--- config.mk ---
export PLATFORM = sky130hd
export DESIGN_NAME = pc_sequencer
export DESIGN_NICKNAME = d
export VERILOG_FILES = /design/src/rtl/pc_seq_pkg.sv /design/src/rtl/pc_return_stack.sv /design/src/rtl/pc_sequencer.sv
export SDC_FILE = /design/constraint.sdc
export NUM_CORES = 1
export LEC_CHECK = 0
export CAP_MARGIN = 20
export CORE_MARGIN = 5
export CORE_UTILIZATION = 57
export CTS_CLUSTER_DIAMETER = 120
export CTS_CLUSTER_SIZE = 24
export DETAILED_ROUTE_END_ITERATION = 10
export PLACE_DENSITY = 0.89
export SYNTH_ARGS = -nofsm -noshare
export SYNTH_HDL_FRONTEND = slang
export SYNTH_SLANG_ARGS = --single-unit
--- constraint.sdc ---
create_clock -name clk -period 3.15 [get_ports clk]
set_clock_uncertainty 0.1 [all_clocks]
set_input_delay 0.4725 -clock clk [delete_from_list [all_inputs] [get_ports clk]]
set_output_delay 0.4725 -clock clk [all_outputs]
set_load 0.01 [all_outputs]
--- src/rtl/pc_seq_pkg.sv ---
// Shared opcode constants and FSM state encoding for the program-counter sequencer.
package pc_seq_pkg;

    typedef enum logic [1:0] {
        S_IDLE  = 2'd0,
        S_FETCH = 2'd1,
        S_EXEC  = 2'd2,
        S_HALT  = 2'd3
    } state_e;

    localparam logic [3:0] OP_NOP  = 4'd0;
    localparam logic [3:0] OP_JMP  = 4'd1;
    localparam logic [3:0] OP_BRZ  = 4'd2;
    localparam logic [3:0] OP_CALL = 4'd3;
    localparam logic [3:0] OP_RET  = 4'd4;
    localparam logic [3:0] OP_HALT = 4'd5;

endpackage

--- src/rtl/pc_return_stack.sv ---
// LIFO of return addresses; push/pop are ignored when full/empty, and reset empties it.
module pc_return_stack #(
    parameter int W     = 8,
    parameter int DEPTH = 4
) (
    input  logic         clk,
    input  logic         reset,
    input  logic         push,
    input  logic         pop,
    input  logic [W-1:0] push_data,
    output logic [W-1:0] top_data,
    output logic         full,
    output logic         empty
);
    localparam int SP_W  = $clog2(DEPTH + 1);
    localparam int IDX_W = (DEPTH > 1) ? $clog2(DEPTH) : 1;

    logic [SP_W-1:0]           sp_q, sp_d;
    logic [DEPTH-1:0][W-1:0]   mem_q, mem_d;
    logic [IDX_W-1:0]          wr_idx, rd_idx;

    // sp counts entries, so the next free slot is sp and the top is sp-1
    assign wr_idx   = sp_q[IDX_W-1:0];
    assign rd_idx   = wr_idx - IDX_W'(1);
    assign full     = (sp_q == SP_W'(DEPTH));
    assign empty    = (sp_q == '0);
    assign top_data = mem_q[rd_idx];

    always_comb begin
        mem_d = mem_q;
        sp_d  = sp_q;
        if (push && !full) begin
            mem_d[wr_idx] = push_data;
            sp_d          = sp_q + SP_W'(1);
        end else if (pop && !empty) begin
            sp_d = sp_q - SP_W'(1);
        end
    end

    always_ff @(posedge clk) begin
        if (reset) begin
            sp_q  <= '0;
            mem_q <= '0;
        end else begin
            sp_q  <= sp_d;
            mem_q <= mem_d;
        end
    end

endmodule

--- src/rtl/pc_sequencer.sv ---
// Fetch/execute program-counter sequencer with jumps, conditional branches and a call/return stack.
module pc_sequencer
    import pc_seq_pkg::*;
#(
    parameter int PC_W        = 8,
    parameter int STACK_DEPTH = 4
) (
    input  logic            clk,
    input  logic            reset,
    input  logic            start,
    input  logic            instr_valid,
    input  logic [3:0]      opcode,
    input  logic [PC_W-1:0] target,
    input  logic            cond_flag,
    output logic [PC_W-1:0] pc,
    output logic            fetch_req,
    output logic            halted,
    output logic            stack_err
);
    state_e          state_q, state_d;
    logic [PC_W-1:0] pc_q, pc_d;
    logic [PC_W-1:0] tgt_q, tgt_d;
    logic [3:0]      op_q, op_d;
    logic            cond_q, cond_d;
    logic            err_q, err_d;
    logic            push, pop;
    logic            stk_full, stk_empty;
    logic [PC_W-1:0] stk_top;
    logic [PC_W-1:0] pc_inc;

    assign pc_inc = pc_q + PC_W'(1);

    pc_return_stack #(.W(PC_W), .DEPTH(STACK_DEPTH)) u_stack (
        .clk       (clk),
        .reset     (reset),
        .push      (push),
        .pop       (pop),
        .push_data (pc_inc),
        .top_data  (stk_top),
        .full      (stk_full),
        .empty     (stk_empty)
    );

    always_comb begin
        state_d = state_q;
        pc_d    = pc_q;
        tgt_d   = tgt_q;
        op_d    = op_q;
        cond_d  = cond_q;
        err_d   = err_q;
        push    = 1'b0;
        pop     = 1'b0;
        case (state_q)
            S_IDLE: if (start) state_d = S_FETCH;
            S_FETCH: begin
                if (instr_valid) begin
                    op_d    = opcode;
                    tgt_d   = target;
                    cond_d  = cond_flag;
                    state_d = S_EXEC;
                end
            end
            S_EXEC: begin
                state_d = S_FETCH;
                case (op_q)
                    OP_JMP: pc_d = tgt_q;
                    OP_BRZ: pc_d = cond_q ? tgt_q : pc_inc;
                    OP_CALL: begin
                        if (stk_full) begin
                            err_d   = 1'b1;
                            state_d = S_HALT;
                        end else begin
                            push = 1'b1;
                            pc_d = tgt_q;
                        end
                    end
                    OP_RET: begin
                        if (stk_empty) begin
                            err_d   = 1'b1;
                            state_d = S_HALT;
                        end else begin
                            pop  = 1'b1;
                            pc_d = stk_top;
                        end
                    end
                    OP_HALT: state_d = S_HALT;
                    // NOP and every unassigned code just advance
                    default: pc_d = pc_inc;
                endcase
            end
            default: state_d = S_HALT;
        endcase
    end

    always_ff @(posedge clk) begin
        if (reset) begin
            state_q <= S_IDLE;
            pc_q    <= '0;
            tgt_q   <= '0;
            op_q    <= OP_NOP;
            cond_q  <= 1'b0;
            err_q   <= 1'b0;
        end else begin
            state_q <= state_d;
            pc_q    <= pc_d;
            tgt_q   <= tgt_d;
            op_q    <= op_d;
            cond_q  <= cond_d;
            err_q   <= err_d;
        end
    end

    assign pc        = pc_q;
    assign fetch_req = (state_q == S_FETCH);
    assign halted    = (state_q == S_HALT);
    assign stack_err = err_q;

endmodule

Word level (Yosys, flattened, before mapping)
Cells that the tools add are included.

operators by class
  equal/unequal tests = 15
  reduce and logical (&&, ||, !) cells = 13
  add/sub/neg operators = 4
  bitwise logic cells = 1
  magnitude comparators = 3
  multiplexer cells = 26

operators with widths
  cell                                                 number
  2-to-1 mux 8 bit                                     5
  one-hot mux 8 bit (5 select lines)                   1
  bitwise mux 32 bit                                   1
  binary-select mux 8 bit (select 2 bit)               1
  demux 8 bit (select 2 bit)                           1
  one-hot mux 2 bit (3 select lines)                   2
  adder 8 x 1 -> 8 bit, second input constant          1
  equality test 4 x 2 -> 1 bit, second input constant  2
  equality test 4 x 3 -> 1 bit, second input constant  2
  2-to-1 mux 1 bit                                     8
  2-to-1 mux 2 bit                                     4
  != test 2 bit, second input constant                 4
  AND reduction 4 bit                                  2
  < comparator 2 x 3 -> 1 bit, second input constant   2
  2-to-1 mux 3 bit                                     2
  equality test 2 bit, second input constant           2
  equality test 4 x 1 -> 1 bit, second input constant  1
  != test 2 x 1 -> 1 bit, second input constant        2
  AND reduction 2 bit                                  2
  nonzero test 2 bit                                   2
  adder 3 x 1 -> 3 bit, second input constant          1
  equality test 3 bit, second input constant           1
  logical AND 1 bit                                    3
  logical NOT 3 bit                                    1
  8 further kinds                                      9

word-level totals
  register bits after elaboration = 59
  word-level logic and storage cells = 73
  output and inout bits = 11
  input bits = 17

Logic depth before layout (Yosys ltp)
  word-level depth = 7
  gate-level depth with buffers = 11
  gate-level depth less buffers = 10

By module
Synthesis repeated with hierarchy kept, for this count alone.

second synthesis, totals
  cell total of the unflattened synthesis = 343
  area, all modules = 2997.9 µm²

modules (own cells, without submodules)
  module           cells each  area an instance (µm²)  seq. area each (µm²)  instances
  pc_return_stack  178         1684.1                  700.7                 1
  pc_sequencer     165         1313.8                  480.5                 1

Worst setup path before layout
No wires, ideal clock.

  path type = reg2reg
  start = register u_stack.sp_q[0]
  end = register pc_q[6] (netlist: pc[6])
  cell stages (with the launch flop) = 10
  clock period less this slack = 2469 ps
  setup time = 132 ps
  path slack = 681 ps
  buffers on the path = 3
  data required time = 2918 ps
  arrival = 2237 ps
  path through = dfxtp_1 buf_2 inv_1 ha_1 buf_2 buf_4 a2111oi_0 nor3_1 a2111oi_0 o32ai_1

between the ends
  longest elaborated chain between the ends = 5
  elaborated cells on any way between the ends = 10
  those cells by class = add/sub (1); eq/ne (3); mux (4); reduce/logical (2)

ends and longest elaborated chain
  what                                    line                   RTL
  start, declared                         pc_return_stack.sv:18  logic [SP_W-1:0] sp_q, sp_d;
  start signal, assigned                  pc_return_stack.sv:45  sp_q <= sp_d;
  subtractor 2 x 1 -> 2 bit               pc_return_stack.sv:24  assign rd_idx = wr_idx - IDX_W'(1);
  via u_stack.rd_idx[0]                   pc_return_stack.sv:20  logic [IDX_W-1:0] wr_idx, rd_idx;
  binary-select mux 8 bit (select 2 bit)  pc_return_stack.sv:27  assign top_data = mem_q[rd_idx];
  2-to-1 mux 8 bit (not written as such)  pc_return_stack.sv:27
  2-to-1 mux 8 bit                        pc_sequencer.sv:78     if (stk_empty) begin
  one-hot mux 8 bit (5 select lines)      pc_sequencer.sv:65     case (op_q)
  end signal, assigned                    pc_sequencer.sv:105    pc_q <= pc_d;
  end, declared                           pc_sequencer.sv:21     logic [PC_W-1:0] pc_q, pc_d;

The timed path passes the listed nets, and every way through them passes these cells. The select of a mux whose other input is x is not followed.
A chain may end at the register's enable or synchronous reset.

Final worst setup path
  start = register u_stack.sp_q[1]
  end = register pc_q[5] (netlist: pc[5])

between the ends
  longest elaborated chain between the ends = 5
  elaborated cells on any way between the ends = 10
  those cells by class = add/sub (1); eq/ne (3); mux (4); reduce/logical (2)

ends and longest elaborated chain
  what                                    line
  subtractor 2 x 1 -> 2 bit               pc_return_stack.sv:24
  binary-select mux 8 bit (select 2 bit)  pc_return_stack.sv:27
  2-to-1 mux 8 bit (not written as such)  pc_return_stack.sv:27
  2-to-1 mux 8 bit                        pc_sequencer.sv:78
  one-hot mux 8 bit (5 select lines)      pc_sequencer.sv:65

Several ways; a longest one is shown, not always the timed one. The select of a mux whose other input is x is not followed.

==> results.ini <==
[clocking]
post_cts_resized=0
cts_root_buffer=clkbuf_8
cts_setup_buffers=0
path_clk_slew_ns=0.06
htreeDepth=3
cts_sinks=59
ctsHoldBuffers=0
cts.path.max_buffers=2
clk-insertion-delay-late_ns=0.34
tritoncts=yes
cts_made_buffers=9

[drt]
ant_nets=0
wire_per_inst_microns=16.6
drt-vias-per-instance=6.08
num_vias=2712
drt_iter0_markers=322
wirelength_microns=7390
dr.pass1.iters=5
drc=0

[floorplan]
num_rows=26
core_area_sq_mm=0.00514
initial_core_util=0.590
die_area_sq_mm=0.00687
pin_count=28
dieWidth_microns=82.9
chipHeight_microns=82.9

[timing]
worst_slack_ns=0.383
drv_slew=0
holdWs_ns=0.353
post-route-min-period_ns=2.77
slew_headroom=0.559
finalSetupViolCount=0
tns_ns=0
hold_viol=0
period_share=0.878
rsz0062_at_grt=false
tightest_slew_ns=0.661
fmax_mhz=361

[synth]
ys_seq_elements=59
synth_edf_count=0
synthArstFlopShare=0
synth-seq-area-share=0.390
syn_inst=355
synth-main-ff-cell=dfxtp_1
synth.distinct_cells=50
syn_nets=378
syn_avg_cell_area_sq_um=8.54
synth_area_sq_mm=0.00303
yosysWarnings=0

[global_routing]
grt_first_pass_wirelength_microns=12500
grt_overflow=0
busiest_layer=met2
groute.layer.met2.usage=0.364
grt_max_degree=32
antenna_found_initial=0
grt_use_total=0.221
use_met3=0.0832
grt_pass1_vias=2673
use_met1=0.263

[final_layout]
drive_above_1_share=0.0878
final_nets=396
design_area_sq_mm=0.00344
final_common_cell=dfxtp_1
syn_to_final_growth_pct=13.7
finish.utilization=0.670
final_cell_mix=dfxtp_1, nor2_1, nand2_1
fillers=458
fin_cells=446
diodes=0

[place]
dpl_cell_area_sq_mm=0.00326
place_ws_ns=0.499
place_inst=432
io_buffers=27
hpwlAfterDp_microns=5090
gp_congestion=0.903

[run_status]
status=completed

[setup_path]
criticalPathCategory=reg -> reg
cp_slowest_stage_delay_ns=0.72
crit_path_start_kind=flop
crit_arrival_ns=2.86
cp.required_ns=3.25
reg2reg_slack_ns=0.38
regToRegStartpoint=u_stack.sp_q[1]
r2r_cells=7
reg2reg_to=pc[5]
cp_max_fo=17
worst_path_most_repeated_cell=a2111oi_0
crit_slowest_cell=ha_1
worstPathCellList=inv_1 -> ha_1 -> nor2b_1 -> a2111oi_0 -> nor3_1 -> a2111oi_0 -> o32ai_1
critPathCaptureType=flop

[hold_path]
hold_start=tgt_q[5]
hold_depth=2
hold_path.class=reg -> reg
min_to=tgt_q[5]

[power]
power-per-cell-area_mw_per_mm2=452
vdd_drop_max_mv=0.330
power_mw=1.56
p_leak_nw=1.14

[job]
drv_cap=0

==> worst max-delay path, delay by kind of cell, from the launching register on <==
family | cells | cell delay, ns
AO/OA/AOI/OAI | 3 | 1.09
adder cells (fa/ha/maj) | 1 | 0.72
flip-flops | 1 | 0.42
AND/OR/NAND/NOR | 2 | 0.19
buffers and inverters | 1 | 0.09
==> state kept, by name, indices dropped and copies added (netlist names) <==
register / cells
tgt_q: 8
u_stack.mem_q: 32
stack_err: 1
pc: 8
op_q: 4
cond_q: 1
u_stack.sp_q: 3
state_q: 2
==> synth_stat cells, types with 4 or more instances <==
cell type  instances  area, sq um
a2111oi_0          5         43.8
a211oi_1          28          210
a21oi_1           25          125
and2_1             5         31.3
buf_4              5         37.5
buf_6              5         56.3
clkbuf_1          10         37.5
dfxtp_1           59         1180
ha_1               5         62.6
inv_1              8         30.0
mux2i_1            9         90.1
mux4_2             5          113
nand2_1           51          191
nand2b_1           5         31.3
nor2_1            53          199
nor2b_1            9         56.3
nor3_1             4         20.0
o21ai_0           10         50.1
o32ai_1            5         43.8
xnor2_1            5         43.8
==> logic make-up after synthesis <==
logic type                 after synthesis  synth area share
and+or+nand+nor                        145             0.228
DFF                                     59             0.390
muxes                                   14            0.0669
adders and majority gates                6            0.0273
xor gates and xnor gates                 8            0.0231
AOI/OAI and AO/OA                       90             0.204
buffers and inverters                   33            0.0607
==> area by class of cell <==
| cell class | count | area (sq um) | share of cell area |
|---|---|---|---|
| clock inverters | 3 | 40.0 | 0.0116 |
| inverters | 9 | 33.8 | 0.00981 |
| repair buffers | 31 | 295 | 0.0857 |
| multi-input cells | 263 | 1670 | 0.483 |
| clock buffers | 11 | 141 | 0.0410 |
| well taps | 70 | 87.6 | 0.0254 |
| flip-flops and latches | 59 | 1180 | 0.343 |
==> power by group <==
group | internal (mW) | switching, mW
Sequential | 0.758 | 0.0185
Combinational | 0.0569 | 0.0696
Clock | 0.375 | 0.280
==> worst max-delay path by stage <==
| stage | startpoint | endpoint | slack (ns) | cells after the start |
|---|---|---|---|---|
| global route | u_stack.sp_q[1] | pc[5] | 0.21 | 7 |
| detailed placement | u_stack.sp_q[1] | pc[5] | 0.50 | 7 |
| floorplan | u_stack.sp_q[0] | pc[6] | 0.68 | 9 |
| finish | u_stack.sp_q[1] | pc[5] | 0.38 | 7 |
| global placement | u_stack.sp_q[1] | pc[5] | 0.70 | 7 |
| CTS | u_stack.sp_q[1] | pc[5] | 0.45 | 7 |
==> metal layers <==
metal  part of all wire  up-vias
met4              0.027        0
met5                  0        -
met3              0.085       26
met2               0.47      124
met1               0.42     1269
li1                   -     1293
Power figures use the tool's default switching activity.
